### config.mk
export PLATFORM = sky130hd
export DESIGN_NAME = kb_fifo_mmio
export DESIGN_NICKNAME = d
export VERILOG_FILES = /design/src/rtl/kb_pkg.sv /design/src/rtl/kb_fifo_mem.sv /design/src/rtl/kb_fifo_mmio.sv
export SDC_FILE = /design/constraint.sdc
export NUM_CORES = 1
export LEC_CHECK = 0
export CORE_ASPECT_RATIO = 1.4
export CORE_MARGIN = 1.5
export CORE_UTILIZATION = 61
export DETAILED_ROUTE_END_ITERATION = 7
export PLACE_DENSITY_LB_ADDON = 0.05
export SETUP_SLACK_MARGIN = 0.02
export SYNTH_ARGS = -nofsm -noshare
export SYNTH_HDL_FRONTEND = slang
export SYNTH_SLANG_ARGS = --single-unit
### constraint.sdc
create_clock -name clk_in -period 4.4 [get_ports clk_in]
set_input_delay 0.88 -clock clk_in [delete_from_list [all_inputs] [get_ports clk_in]]
set_output_delay 0.88 -clock clk_in [all_outputs]
set_load 0.02 [all_outputs]
### src/rtl/kb_pkg.sv
// Register map and bit positions shared by the keyboard scancode FIFO
// and anything that talks to it over the CPU bus.
package kb_pkg;

    localparam logic [7:0] KB_DATA_OFS   = 8'h00;
    localparam logic [7:0] KB_STATUS_OFS = 8'h04;
    localparam logic [7:0] KB_CTRL_OFS   = 8'h08;

    localparam int KB_STAT_NOT_EMPTY_BIT = 0;
    localparam int KB_STAT_FULL_BIT      = 1;
    localparam int KB_STAT_OVF_BIT       = 2;
    localparam int KB_STAT_IRQ_EN_BIT    = 3;
    localparam int KB_STAT_COUNT_LSB     = 8;

    localparam int KB_CTRL_FLUSH_BIT   = 0;
    localparam int KB_CTRL_CLR_OVF_BIT = 1;
    localparam int KB_CTRL_IRQ_EN_BIT  = 2;

    localparam int KB_DATA_VALID_BIT = 31;

    // count arrives zero-extended, so bits above the real count width stay 0
    function automatic logic [31:0] kb_status_word(
        input logic        not_empty,
        input logic        full,
        input logic        ovf,
        input logic        irq_en,
        input logic [15:0] count
    );
        logic [31:0] word;
        word                        = 32'(count) << KB_STAT_COUNT_LSB;
        word[KB_STAT_NOT_EMPTY_BIT] = not_empty;
        word[KB_STAT_FULL_BIT]      = full;
        word[KB_STAT_OVF_BIT]       = ovf;
        word[KB_STAT_IRQ_EN_BIT]    = irq_en;
        return word;
    endfunction

endpackage

### src/rtl/kb_fifo_mem.sv
// Simple dual-port scancode RAM: one write port, one registered read port.
// A same-address read and write return the old contents.
module kb_fifo_mem #(
    parameter int DATA_WIDTH = 8,
    parameter int DEPTH      = 128,
    parameter int AW         = $clog2(DEPTH)
) (
    input  logic                  clk_i,
    input  logic                  wr_en_i,
    input  logic [AW-1:0]         wr_addr_i,
    input  logic [DATA_WIDTH-1:0] wr_data_i,
    input  logic                  rd_en_i,
    input  logic [AW-1:0]         rd_addr_i,
    output logic [DATA_WIDTH-1:0] rd_data_o
);

    logic [DATA_WIDTH-1:0] mem_q [DEPTH];
    logic [DATA_WIDTH-1:0] rd_data_q;

    always_ff @(posedge clk_i) begin
        if (wr_en_i) begin
            mem_q[wr_addr_i] <= wr_data_i;
        end
        if (rd_en_i) begin
            rd_data_q <= mem_q[rd_addr_i];
        end
    end

    assign rd_data_o = rd_data_q;

endmodule

### src/rtl/kb_fifo_mmio.sv
// Memory-mapped keyboard scancode FIFO: the PS/2 side pushes scancodes,
// the CPU pops them through DATA and manages the queue through STATUS/CTRL.
module kb_fifo_mmio
    import kb_pkg::*;
#(
    parameter int         DATA_WIDTH  = 8,
    parameter int         DEPTH       = 128,
    parameter logic [3:0] BASE_NIBBLE = 4'h3
) (
    input  logic                  clk_in,
    input  logic                  rst_in,
    input  logic [DATA_WIDTH-1:0] kb_scancode_in,
    input  logic                  kb_valid_in,
    input  logic [31:0]           cpu_addr_in,
    input  logic                  cpu_read_enable_in,
    input  logic [3:0]            cpu_write_enable_in,
    input  logic [31:0]           cpu_data_in,
    output logic [31:0]           cpu_data_out,
    output logic                  irq_out
);

    localparam int AW = $clog2(DEPTH);
    localparam int CW = AW + 1;

    logic [AW-1:0] wr_ptr_q, wr_ptr_d;
    logic [AW-1:0] rd_ptr_q, rd_ptr_d;
    logic [CW-1:0] count_q, count_d;
    logic          ovf_q, ovf_d;
    logic          irq_en_q, irq_en_d;
    logic          irq_q;
    logic          resp_pop_q, resp_pop_d;
    logic [31:0]   resp_word_q, resp_word_d;

    logic                  sel, rd_sel, ctrl_wr, flush;
    logic                  empty, full, push, pop, ovf_evt;
    logic [7:0]            ofs;
    logic [31:0]           status_word;
    logic [DATA_WIDTH-1:0] mem_rd_data;
    logic                  unused_bits;

    assign unused_bits = ^{cpu_addr_in[31:20], cpu_addr_in[15:8], cpu_data_in[31:3]};

    assign sel     = (cpu_addr_in[19:16] == BASE_NIBBLE);
    assign ofs     = cpu_addr_in[7:0];
    assign rd_sel  = cpu_read_enable_in && sel;
    assign ctrl_wr = sel && (|cpu_write_enable_in) && (ofs == KB_CTRL_OFS);
    assign flush   = ctrl_wr && cpu_data_in[KB_CTRL_FLUSH_BIT];
    assign empty   = (count_q == '0);
    assign full    = (count_q == CW'(DEPTH));

    // A pop frees the slot a same-cycle push lands in, so full+pop still accepts.
    assign pop     = rd_sel && (ofs == KB_DATA_OFS) && !empty && !flush;
    assign push    = kb_valid_in && (!full || pop) && !flush;
    assign ovf_evt = kb_valid_in && full && !pop && !flush;

    assign status_word = kb_status_word(!empty, full, ovf_q, irq_en_q, 16'(count_q));

    always_comb begin
        wr_ptr_d    = wr_ptr_q;
        rd_ptr_d    = rd_ptr_q;
        count_d     = count_q;
        ovf_d       = ovf_q | ovf_evt;
        irq_en_d    = irq_en_q;
        resp_pop_d  = resp_pop_q;
        resp_word_d = resp_word_q;

        if (flush) begin
            wr_ptr_d = '0;
            rd_ptr_d = '0;
            count_d  = '0;
        end else begin
            if (push) wr_ptr_d = wr_ptr_q + AW'(1);
            if (pop)  rd_ptr_d = rd_ptr_q + AW'(1);
            case ({push, pop})
                2'b10:   count_d = count_q + CW'(1);
                2'b01:   count_d = count_q - CW'(1);
                default: count_d = count_q;
            endcase
        end

        if (ctrl_wr) begin
            if (cpu_data_in[KB_CTRL_CLR_OVF_BIT]) ovf_d = 1'b0;
            irq_en_d = cpu_data_in[KB_CTRL_IRQ_EN_BIT];
        end

        // The response is latched per read and held until the next read.
        if (cpu_read_enable_in) begin
            resp_pop_d  = pop;
            resp_word_d = (rd_sel && ofs == KB_STATUS_OFS) ? status_word : 32'h0;
        end
    end

    always_ff @(posedge clk_in) begin
        if (rst_in) begin
            wr_ptr_q    <= '0;
            rd_ptr_q    <= '0;
            count_q     <= '0;
            ovf_q       <= 1'b0;
            irq_en_q    <= 1'b0;
            irq_q       <= 1'b0;
            resp_pop_q  <= 1'b0;
            resp_word_q <= 32'h0;
        end else begin
            wr_ptr_q    <= wr_ptr_d;
            rd_ptr_q    <= rd_ptr_d;
            count_q     <= count_d;
            ovf_q       <= ovf_d;
            irq_en_q    <= irq_en_d;
            irq_q       <= irq_en_q && !empty;
            resp_pop_q  <= resp_pop_d;
            resp_word_q <= resp_word_d;
        end
    end

    kb_fifo_mem #(
        .DATA_WIDTH(DATA_WIDTH),
        .DEPTH     (DEPTH),
        .AW        (AW)
    ) u_mem (
        .clk_i    (clk_in),
        .wr_en_i  (push && !rst_in),
        .wr_addr_i(wr_ptr_q),
        .wr_data_i(kb_scancode_in),
        .rd_en_i  (pop && !rst_in),
        .rd_addr_i(rd_ptr_q),
        .rd_data_o(mem_rd_data)
    );

    assign cpu_data_out = resp_pop_q
                        ? (32'(mem_rd_data) | (32'h1 << KB_DATA_VALID_BIT))
                        : resp_word_q;
    assign irq_out      = irq_q;

endmodule
==> results.sh <==
export IMPL_groute_usage_overall=0.272
export IMPL_globalRouteMet2Util=0.460
export IMPL_htree_levels=3
export IMPL_grt_busiest_layer="met2"
export IMPL_global_placement_routability_congestion=0.878
export IMPL_critical_path_slowest_cell="or4_1"
export IMPL_maximum_number_of_pins_on_one_net_before_global_route_repair=102
export IMPL_clkTransAtPathRegs_ns=0.06
export IMPL_switching_share=0.193
export IMPL_outcome="finished clean"
export IMPL_cts_hold_buf=0
export IMPL_worst_slew_pin_transition_ns=1.16
export IMPL_power_ir_vdd_worst_mv=0.508
export IMPL_ys_types=59
export IMPL_io_pins=113
export IMPL_p_seq_frac=0.564
export IMPL_design_final_nets=2479
export IMPL_dp_worst_setup_slack_ns=0.0982
export IMPL_path_cells="or4_1, nor4_2, o211ai_4, and2_1, inv_4, ha_1, ha_1, a21oi_1, o211ai_1, o41ai_1, xnor2_1, or3_1, a21oi_1"
export IMPL_pwr_share_comb=0.015
export IMPL_syn_mean_instance_area_um2=19.3
export IMPL_floorplan_die_height_um=314
export IMPL_critical_path_max_fanout=7
export IMPL_min_delay_start="ovf_q"
export IMPL_global_route_usage_met1=0.364
export IMPL_cp_required_ns=4.99
export IMPL_leakagePower_uw=0.0147
export IMPL_setup_slack_ns=0.696
export IMPL_yosys_area_top_type_share=0.735
export IMPL_die_area_um2=70800
export IMPL_critPathLaunchType="flop"
export IMPL_critical_path_class="flop to flop"
export IMPL_worstPathBufferInverterCount=1
export IMPL_numPortBuffers=48
export IMPL_grt_met3_usage=0.0360
export IMPL_clk_root_buffer_cell="clkbuf_16"
export IMPL_clk_latency_ns=0.66
export IMPL_finalClockSkew_ns=0.0185
export IMPL_tns_ns=0
export IMPL_start_util=0.619
export IMPL_cts_inserted_buffers=95
export IMPL_drtAntennaViolNets=0
export IMPL_tritoncts_num_sinks=1070
export IMPL_netlist_instances=2188
export IMPL_async_reset_ff_frac=0
export IMPL_first_pass_iters=5
export IMPL_critical_path_endpoint_category="flop"
export IMPL_setup_violations=0
export IMPL_fin_worst_hold_slack_ns=0.506
export IMPL_ys_top_cells_by_area="edfxtp_1 73%, mux4_2 11%, mux2i_1 3.7%, dfxtp_1 1.8%, nor2_1 1.6%"
export IMPL_hold_path_end="resp_word_q[2]"
export IMPL_p_sw_uw=3820
export IMPL_postSynthRegisterBits=1070
export IMPL_r2r_end="count_q[7]"
export IMPL_clockBufferDepth=3
export IMPL_final_layout_size_suffix_gt1_frac=0.236
export IMPL_worst_path_dominant_cell_family="simple AND/OR/NAND/NOR gates"
export IMPL_max_freq_mhz=270
export IMPL_worstPathArrival_ns=4.29
export IMPL_vias_per_cell=6.25
export IMPL_rsz0062_at_grt="no"
export IMPL_period_share=0.842
export IMPL_synth_ff_type="edfxtp_1"
export IMPL_detail_route_wl_per_cell_um=27.6
export IMPL_cap_violations=0
export IMPL_dieWidth_um=225
export IMPL_area_overhead_of_the_layout_relative_to_synthesis_pct=13.5
export IMPL_cp_slowest_stage_delay_ns=0.59
export IMPL_cts_resized_gates=0
export IMPL_timing_final_hold_violations=0
export IMPL_p_per_area_nw_per_um2=414
export IMPL_min_path_cells=2
export IMPL_cts_setup_buffers=0
export IMPL_yosysWarnings=0
export IMPL_reg2reg_slack_ns=0.70
export IMPL_via_count=21200
export IMPL_globalRouteOverflowTotal=0
export IMPL_netlist_area_um2=42200
export IMPL_critical_path_reg2reg_startpoint="count_q[0]"
export IMPL_drv_slew=0
export IMPL_antennaDiodeCount=0
export IMPL_first_pass_grt_wire_length_um=138000
export IMPL_share_clk_of_total_power=0.421
export IMPL_min_path_type="flop to flop"
export IMPL_post_dp_hpwl_um=59000
export IMPL_synth_sequential_area_ratio=0.753
export IMPL_worst_r2r_path_depth=13
export IMPL_cts_tree="done"
export IMPL_rows=113
export IMPL_cell_internal_pwr_uw=16000
export IMPL_slew_limit_headroom=0.224
export IMPL_drtIter0Drc=1833
export IMPL_netlist_top_cell_by_area="edfxtp_1"
export IMPL_final_period_minus_worst_setup_slack_ns=3.70
export IMPL_drc_violations=0
export IMPL_core_region_area_um2=68100
export IMPL_grt_pass1_vias=21500
export IMPL_detail_route_wirelength_um=93500
export IMPL_grt_antenna_before_repair=0
export IMPL_number_of_enable_flip_flop_cells_after_synthesis=1032
-- cell usage after synthesis, drive strengths merged, types with 3 or more instances --
cell	count
mux2i	154
or4	3
nand3	21
mux4	208
nor2	186
buf	77
xor2	11
a31oi	23
a21o	3
dfxtp	38
a221oi	16
a21oi	47
nor2b	17
nor3b	4
o21ai	39
and3b	3
nand2	59
a22oi	67
xnor2	5
mux2	6
edfxtp	1032
nand2b	10
nor4	3
a211oi	4
o211ai	11
nand3b	3
ha	9
and3	7
or4b	3
clkbuf	70
inv	9
nand4	12
and2	10
-- power groups by stage --
stage	registers, uW	clock network, uW	logic (uW)
2_1_floorplan	11400	0	79.3
3_3_place_gp	11400	0	287
3_5_place_dp	11400	0	304
4_1_cts	11200	8460	304
5_1_grt	11200	8830	326
6_report	11200	8350	303
-- worst max path at each step --
stage | slack (ns) | cells past startpoint | end | from
detailed placement | 0.1 | 14 | count_q[7] | cpu_addr_in[5]
floorplan | 0.76 | 14 | count_q[7] | cpu_addr_in[5]
CTS | 0.69 | 13 | count_q[7] | count_q[0]
global placement | 0.11 | 14 | count_q[7] | cpu_addr_in[5]
global route | 0.45 | 13 | count_q[7] | count_q[0]
finish | 0.70 | 13 | count_q[7] | count_q[0]
-- routing by layer --
layer,routed length [um],share of wire
met1,37000,0.40
met2,48200,0.52
met3,5070,0.054
met4,3250,0.035
met5,0,0
-- final cells by class --
type,count,area [um2]
Sequential cell,1070,31800
Fill cell,4332,20300
Multi-Input combinational cell,976,9730
Clock buffer,122,2610
Timing Repair Buffer,237,2040
Tap cell,920,1150
Clock inverter,55,541
Inverter,9,36.3
-- worst reg2reg max path, stage by stage, from the launching register on --
cell and delay, ns:
dfxtp_1 0.37, or4_1 0.59, nor4_2 0.33, o211ai_4 0.14, and2_1 0.22, inv_4 0.09, ha_1 0.31, ha_1 0.29
a21oi_1 0.22, o211ai_1 0.16, o41ai_1 0.34, xnor2_1 0.12, or3_1 0.31, a21oi_1 0.14
-- logic make-up (layout without fill, tap and decap cells) --
group	after synthesis	count (layout)	synth area share
XOR/XNOR	16	16	0.00332
flip-flops	1070	1070	0.753
multiplexers	368	368	0.149
other	1	15	0.0000889
buffers and inverters	156	423	0.0183
AND/OR/NAND/NOR	349	349	0.0389
adder cells (fa/ha/maj)	10	10	0.00314
AO/OA/AOI/OAI	218	218	0.0344
-- state kept, by name (all words and copies together) (netlist names) --
| signal | cells |
|---|---|
| irq_out | 1 |
| u_mem.mem_q | 1024 |
| ovf_q | 1 |
| u_mem.rd_data_o | 8 |
| rd_ptr_q | 7 |
| resp_pop_q | 1 |
| irq_en_q | 1 |
| count_q | 8 |
| wr_ptr_q | 7 |
| resp_word_q | 12 |
-- placed cells by master, fill, tap and decap left out, types with 4 or more instances in the layout --
cell	netlist	layout
and2_1	10	10
clkbuf_1	70	20
bufinv_16	0	10
mux2_2	6	6
nand3_1	21	21
nand4_1	11	11
xor2_1	11	11
a221oi_1	16	16
clkinv_2	0	22
mux2i_1	154	154
ha_1	9	9
conb_1	1	15
a211oi_1	4	4
clkinv_1	0	15
a21oi_1	47	47
inv_1	8	8
buf_12	0	13
clkinvlp_4	0	5
a31oi_1	22	22
o21ai_0	39	39
o211ai_1	10	10
clkdlybuf4s50_1	0	40
xnor2_1	5	5
buf_4	30	184
nand2b_1	10	10
edfxtp_1	1032	1032
dfxtp_1	38	34
nor2_1	176	175
mux4_2	208	208
nor2_2	10	11
nand2_1	59	59
nor2b_1	17	15
and3_1	7	7
a22oi_1	67	67
clkbuf_16	0	100
-- through the flow --
stage	instances	utilization	cell area, um2	power [uW]
2_1_floorplan	2202	-	42200	11500
3_3_place_gp	3212	0.656	44700	11700
3_5_place_dp	3212	0.656	44700	11700
4_1_cts	3389	0.702	47900	19900
5_1_grt	3389	0.702	47900	20300
6_report	3389	0.702	47900	19800
Note: power is estimated with default switching activity, not from simulation.
